File: src/rtl/element_retire_tracker_if.sv
// Lane-group stream: one group of NUM_LANES elements tagged with the element offset of lane 0.
// On the writeback side the mask field carries the per-lane write enables.
interface element_retire_tracker_if #(
  parameter int unsigned NUM_LANES = 2,
  parameter int unsigned DATA_W    = 32
);
  logic                        valid;
  logic                        ready;
  logic [31:0]                 offset;
  logic [NUM_LANES*DATA_W-1:0] data;
  logic [NUM_LANES-1:0]        mask;

  modport master (output valid, offset, data, mask, input ready);
  modport slave  (input valid, offset, data, mask, output ready);
endinterface

File: src/rtl/element_retire_tracker.sv
// Element retire tracker: buffers offset-tagged lane groups in a small FIFO, drains them to the
// VRF writeback port with per-lane write enables, and counts retired elements against vl.
module element_retire_tracker #(
  parameter int unsigned NUM_LANES = 2,
  parameter int unsigned DEPTH     = 4,
  parameter int unsigned DATA_W    = 32
) (
  input  logic                             CLK,
  input  logic                             RST,
  input  logic                             start,
  input  logic                             clear,
  input  logic [31:0]                      vl,
  input  logic [31:0]                      vstart,
  element_retire_tracker_if.slave          in_if,
  element_retire_tracker_if.master         wb_if,
  output logic [31:0]                      retired_count,
  output logic                             all_retired,
  output logic                             busy,
  output logic                             err_order
);

  localparam int unsigned AddrW = $clog2(DEPTH);
  localparam int unsigned PtrW  = AddrW + 1;
  localparam int unsigned GrpW  = NUM_LANES * DATA_W;
  localparam logic [31:0] Lanes32 = 32'(NUM_LANES);
  localparam logic [32:0] Lanes33 = 33'(NUM_LANES);

  typedef enum logic [1:0] {StIdle, StActive, StDrain, StDone} state_e;

  state_e      state_q;
  logic [31:0] vl_q;
  logic [31:0] exp_off_q;
  logic [31:0] retired_q;
  logic        err_q;

  // FIFO storage and pointers; the extra pointer bit distinguishes full from empty.
  logic [31:0]          off_mem  [DEPTH];
  logic [GrpW-1:0]      data_mem [DEPTH];
  logic [NUM_LANES-1:0] wen_mem  [DEPTH];
  logic [PtrW-1:0]      wr_ptr_q, rd_ptr_q;
  logic [PtrW-1:0]      fill;
  logic [AddrW-1:0]     wr_addr, rd_addr;

  logic                 empty, full, push, pop, drain_empty;
  logic [NUM_LANES-1:0] in_wen;
  logic [31:0]          retire_cnt;

  assign wr_addr = wr_ptr_q[AddrW-1:0];
  assign rd_addr = rd_ptr_q[AddrW-1:0];
  assign fill    = wr_ptr_q - rd_ptr_q;
  assign empty   = (wr_ptr_q == rd_ptr_q);
  assign full    = (wr_addr == rd_addr) && (wr_ptr_q[AddrW] != rd_ptr_q[AddrW]);

  assign in_if.ready = (state_q == StActive) && !full;
  assign push        = in_if.valid && in_if.ready;
  assign pop         = wb_if.valid && wb_if.ready;
  // FIFO will be empty after this edge, counting a pop of the last entry in this cycle.
  assign drain_empty = empty || ((fill == PtrW'(1)) && pop);

  // Head is forced to zero while empty so outputs are defined after reset and flush.
  assign wb_if.valid  = !empty;
  assign wb_if.offset = empty ? '0 : off_mem[rd_addr];
  assign wb_if.data   = empty ? '0 : data_mem[rd_addr];
  assign wb_if.mask   = empty ? '0 : wen_mem[rd_addr];

  assign retired_count = retired_q;
  assign err_order     = err_q;
  assign all_retired   = (state_q == StDone);
  assign busy          = (state_q == StActive) || (state_q == StDrain);

  // Write enables at push: lane active and within vl (33-bit compare, no wrap).
  always_comb begin
    in_wen = '0;
    for (int unsigned i = 0; i < NUM_LANES; i++) begin
      in_wen[i] = in_if.mask[i] && (({1'b0, in_if.offset} + 33'(i)) < {1'b0, vl_q});
    end
  end

  // Elements retired by the head group: every lane below vl, masked or not.
  always_comb begin
    retire_cnt = '0;
    for (int unsigned i = 0; i < NUM_LANES; i++) begin
      if (({1'b0, wb_if.offset} + 33'(i)) < {1'b0, vl_q}) begin
        retire_cnt = retire_cnt + 32'd1;
      end
    end
  end

  // FIFO payload write; contents need no reset since the head is gated by empty.
  always_ff @(posedge CLK) begin
    if (push) begin
      off_mem[wr_addr]  <= in_if.offset;
      data_mem[wr_addr] <= in_if.data;
      wen_mem[wr_addr]  <= in_wen;
    end
  end

  // FIFO pointers: flushed by reset or clear.
  always_ff @(posedge CLK or posedge RST) begin
    if (RST) begin
      wr_ptr_q <= '0;
      rd_ptr_q <= '0;
    end else if (clear) begin
      wr_ptr_q <= '0;
      rd_ptr_q <= '0;
    end else begin
      if (push) wr_ptr_q <= wr_ptr_q + PtrW'(1);
      if (pop)  rd_ptr_q <= rd_ptr_q + PtrW'(1);
    end
  end

  // Control FSM plus instruction tracking registers.
  always_ff @(posedge CLK or posedge RST) begin
    if (RST) begin
      state_q   <= StIdle;
      vl_q      <= '0;
      exp_off_q <= '0;
      retired_q <= '0;
      err_q     <= 1'b0;
    end else if (clear) begin
      state_q   <= StIdle;
      vl_q      <= '0;
      exp_off_q <= '0;
      retired_q <= '0;
      err_q     <= 1'b0;
    end else begin
      if (pop) retired_q <= retired_q + retire_cnt;
      case (state_q)
        StIdle, StDone: begin
          if (start) begin
            vl_q      <= vl;
            exp_off_q <= vstart;
            retired_q <= vstart;
            err_q     <= 1'b0;
            state_q   <= ((vl == '0) || (vstart >= vl)) ? StDone : StActive;
          end
        end
        StActive: begin
          if (push) begin
            exp_off_q <= exp_off_q + Lanes32;
            // Out-of-order group is flagged but still written back.
            if (in_if.offset != exp_off_q) err_q <= 1'b1;
            if (({1'b0, exp_off_q} + Lanes33) >= {1'b0, vl_q}) state_q <= StDrain;
          end
        end
        StDrain: begin
          if (drain_empty) state_q <= StDone;
        end
        default: state_q <= StIdle;
      endcase
    end
  end

endmodule

File: src/flat_wrapper.sv
// flat-port wrapper written by rule: the top's interface ports become plain ports
module element_retire_tracker_flat 
#(
  parameter int unsigned NUM_LANES = 2,
  parameter int unsigned DEPTH     = 4,
  parameter int unsigned DATA_W    = 32
)
  (CLK, RST, start, clear, vl, vstart, retired_count, all_retired, busy, err_order, in_if_valid, in_if_offset, in_if_data, in_if_mask, in_if_ready, wb_if_valid, wb_if_offset, wb_if_data, wb_if_mask, wb_if_ready);
  element_retire_tracker_if #(.NUM_LANES(NUM_LANES), .DATA_W(DATA_W)) in_if_i ();
  element_retire_tracker_if #(.NUM_LANES(NUM_LANES), .DATA_W(DATA_W)) wb_if_i ();
  input  logic CLK;
  input  logic RST;
  input  logic start;
  input  logic clear;
  input  logic [31:0] vl;
  input  logic [31:0] vstart;
  output logic [31:0] retired_count;
  output logic all_retired;
  output logic busy;
  output logic err_order;
  input wire logic [$bits(in_if_i.valid)-1:0] in_if_valid;
  input wire logic [$bits(in_if_i.offset)-1:0] in_if_offset;
  input wire logic [$bits(in_if_i.data)-1:0] in_if_data;
  input wire logic [$bits(in_if_i.mask)-1:0] in_if_mask;
  output wire logic [$bits(in_if_i.ready)-1:0] in_if_ready;
  output wire logic [$bits(wb_if_i.valid)-1:0] wb_if_valid;
  output wire logic [$bits(wb_if_i.offset)-1:0] wb_if_offset;
  output wire logic [$bits(wb_if_i.data)-1:0] wb_if_data;
  output wire logic [$bits(wb_if_i.mask)-1:0] wb_if_mask;
  input wire logic [$bits(wb_if_i.ready)-1:0] wb_if_ready;
  assign in_if_i.valid = in_if_valid;
  assign in_if_i.offset = in_if_offset;
  assign in_if_i.data = in_if_data;
  assign in_if_i.mask = in_if_mask;
  assign in_if_ready = in_if_i.ready;
  assign wb_if_valid = wb_if_i.valid;
  assign wb_if_offset = wb_if_i.offset;
  assign wb_if_data = wb_if_i.data;
  assign wb_if_mask = wb_if_i.mask;
  assign wb_if_i.ready = wb_if_ready;
  element_retire_tracker #(.NUM_LANES(NUM_LANES), .DEPTH(DEPTH), .DATA_W(DATA_W)) u_core (.CLK(CLK), .RST(RST), .start(start), .clear(clear), .vl(vl), .vstart(vstart), .in_if(in_if_i), .wb_if(wb_if_i), .retired_count(retired_count), .all_retired(all_retired), .busy(busy), .err_order(err_order));
endmodule
File: config.mk
export PLATFORM = sky130hd
export DESIGN_NAME = element_retire_tracker_flat
export DESIGN_NICKNAME = d
export VERILOG_FILES = /design/src/rtl/element_retire_tracker_if.sv /design/src/rtl/element_retire_tracker.sv /design/src/flat_wrapper.sv
export SDC_FILE = /design/constraint.sdc
export NUM_CORES = 1
export LEC_CHECK = 0
export ABC_AREA = 1
export CORE_UTILIZATION = 58
export CTS_CLUSTER_SIZE = 16
export DETAILED_ROUTE_END_ITERATION = 7
export PLACE_DENSITY = 0.89
export SETUP_SLACK_MARGIN = 0.02
export SYNTH_ARGS = -nofsm -noshare
export SYNTH_HDL_FRONTEND = slang
export SYNTH_SLANG_ARGS = --single-unit
export TNS_END_PERCENT = 5
File: constraint.sdc
create_clock -name CLK -period 8.5 [get_ports CLK]
set_input_delay 2.55 -clock CLK [delete_from_list [all_inputs] [get_ports CLK]]
set_output_delay 2.55 -clock CLK [all_outputs]
set_load 0.02 [all_outputs]
==> impl_results.md <==
* Status: finished clean
* Finished Core Util at 69.84%
* Post-synthesis cell count at 3,048
* Top-area cell type share of the netlist area at 41.56%
* Netlist Area Pre-Place at 28,320 sq um
* Compound-Gate Fraction of Synth Area at 10.05%
* Starting Density at 59.07%
* Post-synth EDFFs at 392
* Crit Path Max Fanout at 57
* Vias per cell at 5.944
* Gr usage total at 34.03%
* Multiplexer share of the synthesized area at 0%
* Residual DRC at 0
* Core Rows at 80
* Crit path largest cell delay at 0.90 ns
* DRT Wirelength at 84.86 mm
* Hold_buf cts at 0
* Number of CTS-inserted buffers at 52
* Largest net degree at the start of global routing at 167
* Fmax at 0.1410 GHz
* Synthesized area per cell at 9.292 sq um
* Synth-to-layout area growth at 18.24%
* RSZ-0062 raised after global routing: false
* Total Power at 11.52 mW
* First-pass GRT wire length at 129.3 mm
* Number of nets in the layout at 3,696
* DRT Pass-1 Iters at 6
* Worst slew margin at 36.07%
* Core Area at 47,950 sq um
* Diode count at 0
* GPL Wtd Cong at 1.015
* Pwr dens at 344.2 nW/um^2
* Maxcap violations at 0
* Slowest-stage cell, CP: dfrtp_4
* Fraction of layout cells with a size suffix above 1 at 6.330%
* Met2 wire length at 39.93 mm
* Post-synthesis simple-gate area fraction at 20.47%
* DR WL met3 at 7.539 mm
* Placed Cells at 3,883
* # port buffers at 302
* Post-synthesis register bit count at 497
* Largest cells by area after synthesis: edfxtp_1 (42%), dfrtp_1 (9.3%), ha_1 (9.0%)
* LEAKAGE at 13.43 nW
* Gr ovfl total at 0
* Tmin final at 7.091 ns
* Initial antenna violation count at 1
* HPWL Detailed at 59.94 mm
* Fin cells at 3,980
* Critical path startpoint category: flip-flop
* CTS Buffer Depth at 3
* Worst Path Arrival at 7.57 ns
* Yosys cell types at 64
* Main combinational cell family by area after synthesis: simple AND/OR/NAND/NOR gates
* H-tree depth at 2
* Sequential cell area fraction in the yosys report at 50.84%
* Die area at 49,720 sq um
* Most used DFF post-synth: edfxtp_1
* Hold slack final at 0.5425 ns
* Critical Path End Type: flip-flop
* CTS resizes at 0
* Slew @ Worst Pin at 0.9590 ns
* WL met1 at 32.51 mm
* Fin crit share at 83.42%
* Avg WL per Cell at 21.32 microns
* Hold violation count in the final report at 0
* Max VDD drop at 0.1807 mV
* Worst Path Required at 8.98 ns
* Post-synth net total at 3,422
* Worst Clk Skew at 0.02855 ns
* Hold Crit Class: reg2reg
* CTS tree: built
* Max-slew violations at 0
* Post-Synth Adder-Cell Area at 9.154%
* Post-Synth XOR/XNOR Area at 3.433%
* Clk_lat worst skew at 0.61 ns
* Warning count from the yosys run at 0
* CP Buf/Inv Count at 4
* Die W at 223.0 microns
* Die height at 223.0 microns
* Setup bufs post-CTS at 0
* Post-route setup TNS at 0 ns
* Reg clk slew, reported paths at 0.06 ns
* Crit Path Class: reg2reg
* # IOs at 303
* Antenna Nets Post-Route at 0
* Via count at 23,660
* Starting DRT DRC Count at 2,595
* Synth area leader: edfxtp_1
* Family with the most delay on the worst path: simple AND/OR/NAND/NOR gates
* Vias in the first global route at 22,880
* Most used cell, CP: nand2_1
* Ys async rst share at 21.13%
* CTS Root Cell: clkbuf_16
* DR top layer: met5
* Setup violators final at 0
* Clock sinks at 497
per-layer routing:
layer	global-route usage (%)	vias to the layer above
met4	18.42	2
met5	0	-
met2	55.47	1217
met1	43.40	11200
met3	5.927	264
li1	-	10970
per-stage QoR:
stage / area (sq um) / setup WS (ns)
floorplan: 28320 / 1.057
global placement: 31810 / 1.583
finish: 33490 / 1.409
global route: 33490 / 0.7863
CTS: 33490 / 1.454
detailed placement: 31810 / 1.476
power by group:
part	switching, mW	internal [mW]
sequential	0.273	2.95
clock	0.969	1.26
combinational	3.91	2.16
worst reg2reg max path: cells and delay by family (launching register included):
| kind | cells | cell delay (ns) |
|---|---|---|
| compound gates | 4 | 0.70 |
| fa+ha+maj | 6 | 1.81 |
| flops | 1 | 0.90 |
| xor+xnor | 2 | 0.31 |
| simple gates | 22 | 2.66 |
| buf+inv | 4 | 0.55 |
worst paths after layout:
path                               startpoint                        to  slack, ns  cells past startpoint
max reg2reg                u_core.rd_ptr_q[1]  u_core.retired_count[26]       1.41                     38
min in group asynchronous                 RST           u_core.vl_q[14]       2.42                      2
min reg2reg                  u_core.err_order          u_core.err_order       0.54                      2
max in group asynchronous                 RST  u_core.retired_count[25]       4.87                      3
min                          u_core.err_order          u_core.err_order       0.54                      2
max                        u_core.rd_ptr_q[1]  u_core.retired_count[26]       1.41                     38
synthesized netlist by cell type (6+ instances only):
cell and count:
clkbuf_1 44, nor3_1 52, nand2_1 534, xor2_1 81, o21a_1 6, a211oi_1 6, nor2_1 416, buf_4 6
nand3_1 124, nor2_4 13, or2_2 6, xnor2_1 30, dfrtp_1 105, inv_2 12, buf_1 19, buf_6 9
o22ai_1 37, o21ai_0 209, nand3_2 10, nand2_2 18, buf_2 23, inv_1 297, a21oi_1 208, o2111ai_1 9
ha_1 204, nor2_2 22, a22oi_1 16, o211ai_1 6, nand4_1 54, edfxtp_1 392, nor4_1 12, nor3_2 12
sequential cells by signal, summed over array words and instances, names as in the netlist:
register              cells
u_core.data_mem         256
u_core.off_mem          128
u_core.exp_off_q         32
u_core.retired_count     32
u_core.vl_q              32
u_core.wen_mem            8
u_core.rd_ptr_q           3
u_core.wr_ptr_q           3
u_core.state_q            2
u_core.err_order          1
cells by family (layout without fill, tap and decap cells):
| family | Yosys count | count (layout) |
|---|---|---|
| buffers and inverters | 416 | 733 |
| adders and majority gates | 206 | 206 |
| xor gates and xnor gates | 111 | 111 |
| DFF | 497 | 497 |
| and+or+nand+nor | 1297 | 1297 |
| AOI/OAI and AO/OA | 521 | 521 |
layout make-up:
cell class / count / area [sq um]
fillers: 3508 / 14460
clock inverters: 30 / 321.6
flip-flops and latches: 497 / 14410
multi-input cells: 2135 / 12240
well taps: 615 / 769.5
repair buffers: 323 / 3206
inverters: 313 / 1186
clock buffers: 67 / 1358
cells in the final DEF, fill, tap and decap left out, types with 7 or more instances in the layout:
cell / n
dfrtp_1: 103
a21oi_1: 208
inv_2: 11
clkinv_2: 7
nand2_2: 18
ha_1: 204
nand4_1: 54
clkdlybuf4s50_1: 302
nor2_4: 17
xnor2_1: 30
buf_4: 19
o21ai_0: 209
nor4_1: 12
nor2_1: 411
nand3_2: 10
clkbuf_16: 52
o2111ai_1: 9
xor2_1: 81
nor3_2: 12
nor3_1: 52
nand3_1: 124
nand2_1: 534
a22oi_1: 16
clkinv_1: 10
o22ai_1: 37
edfxtp_1: 392
nor2_2: 23
clkbuf_1: 15
inv_1: 296
No activity file was read; power rests on OpenSTA's default activity.
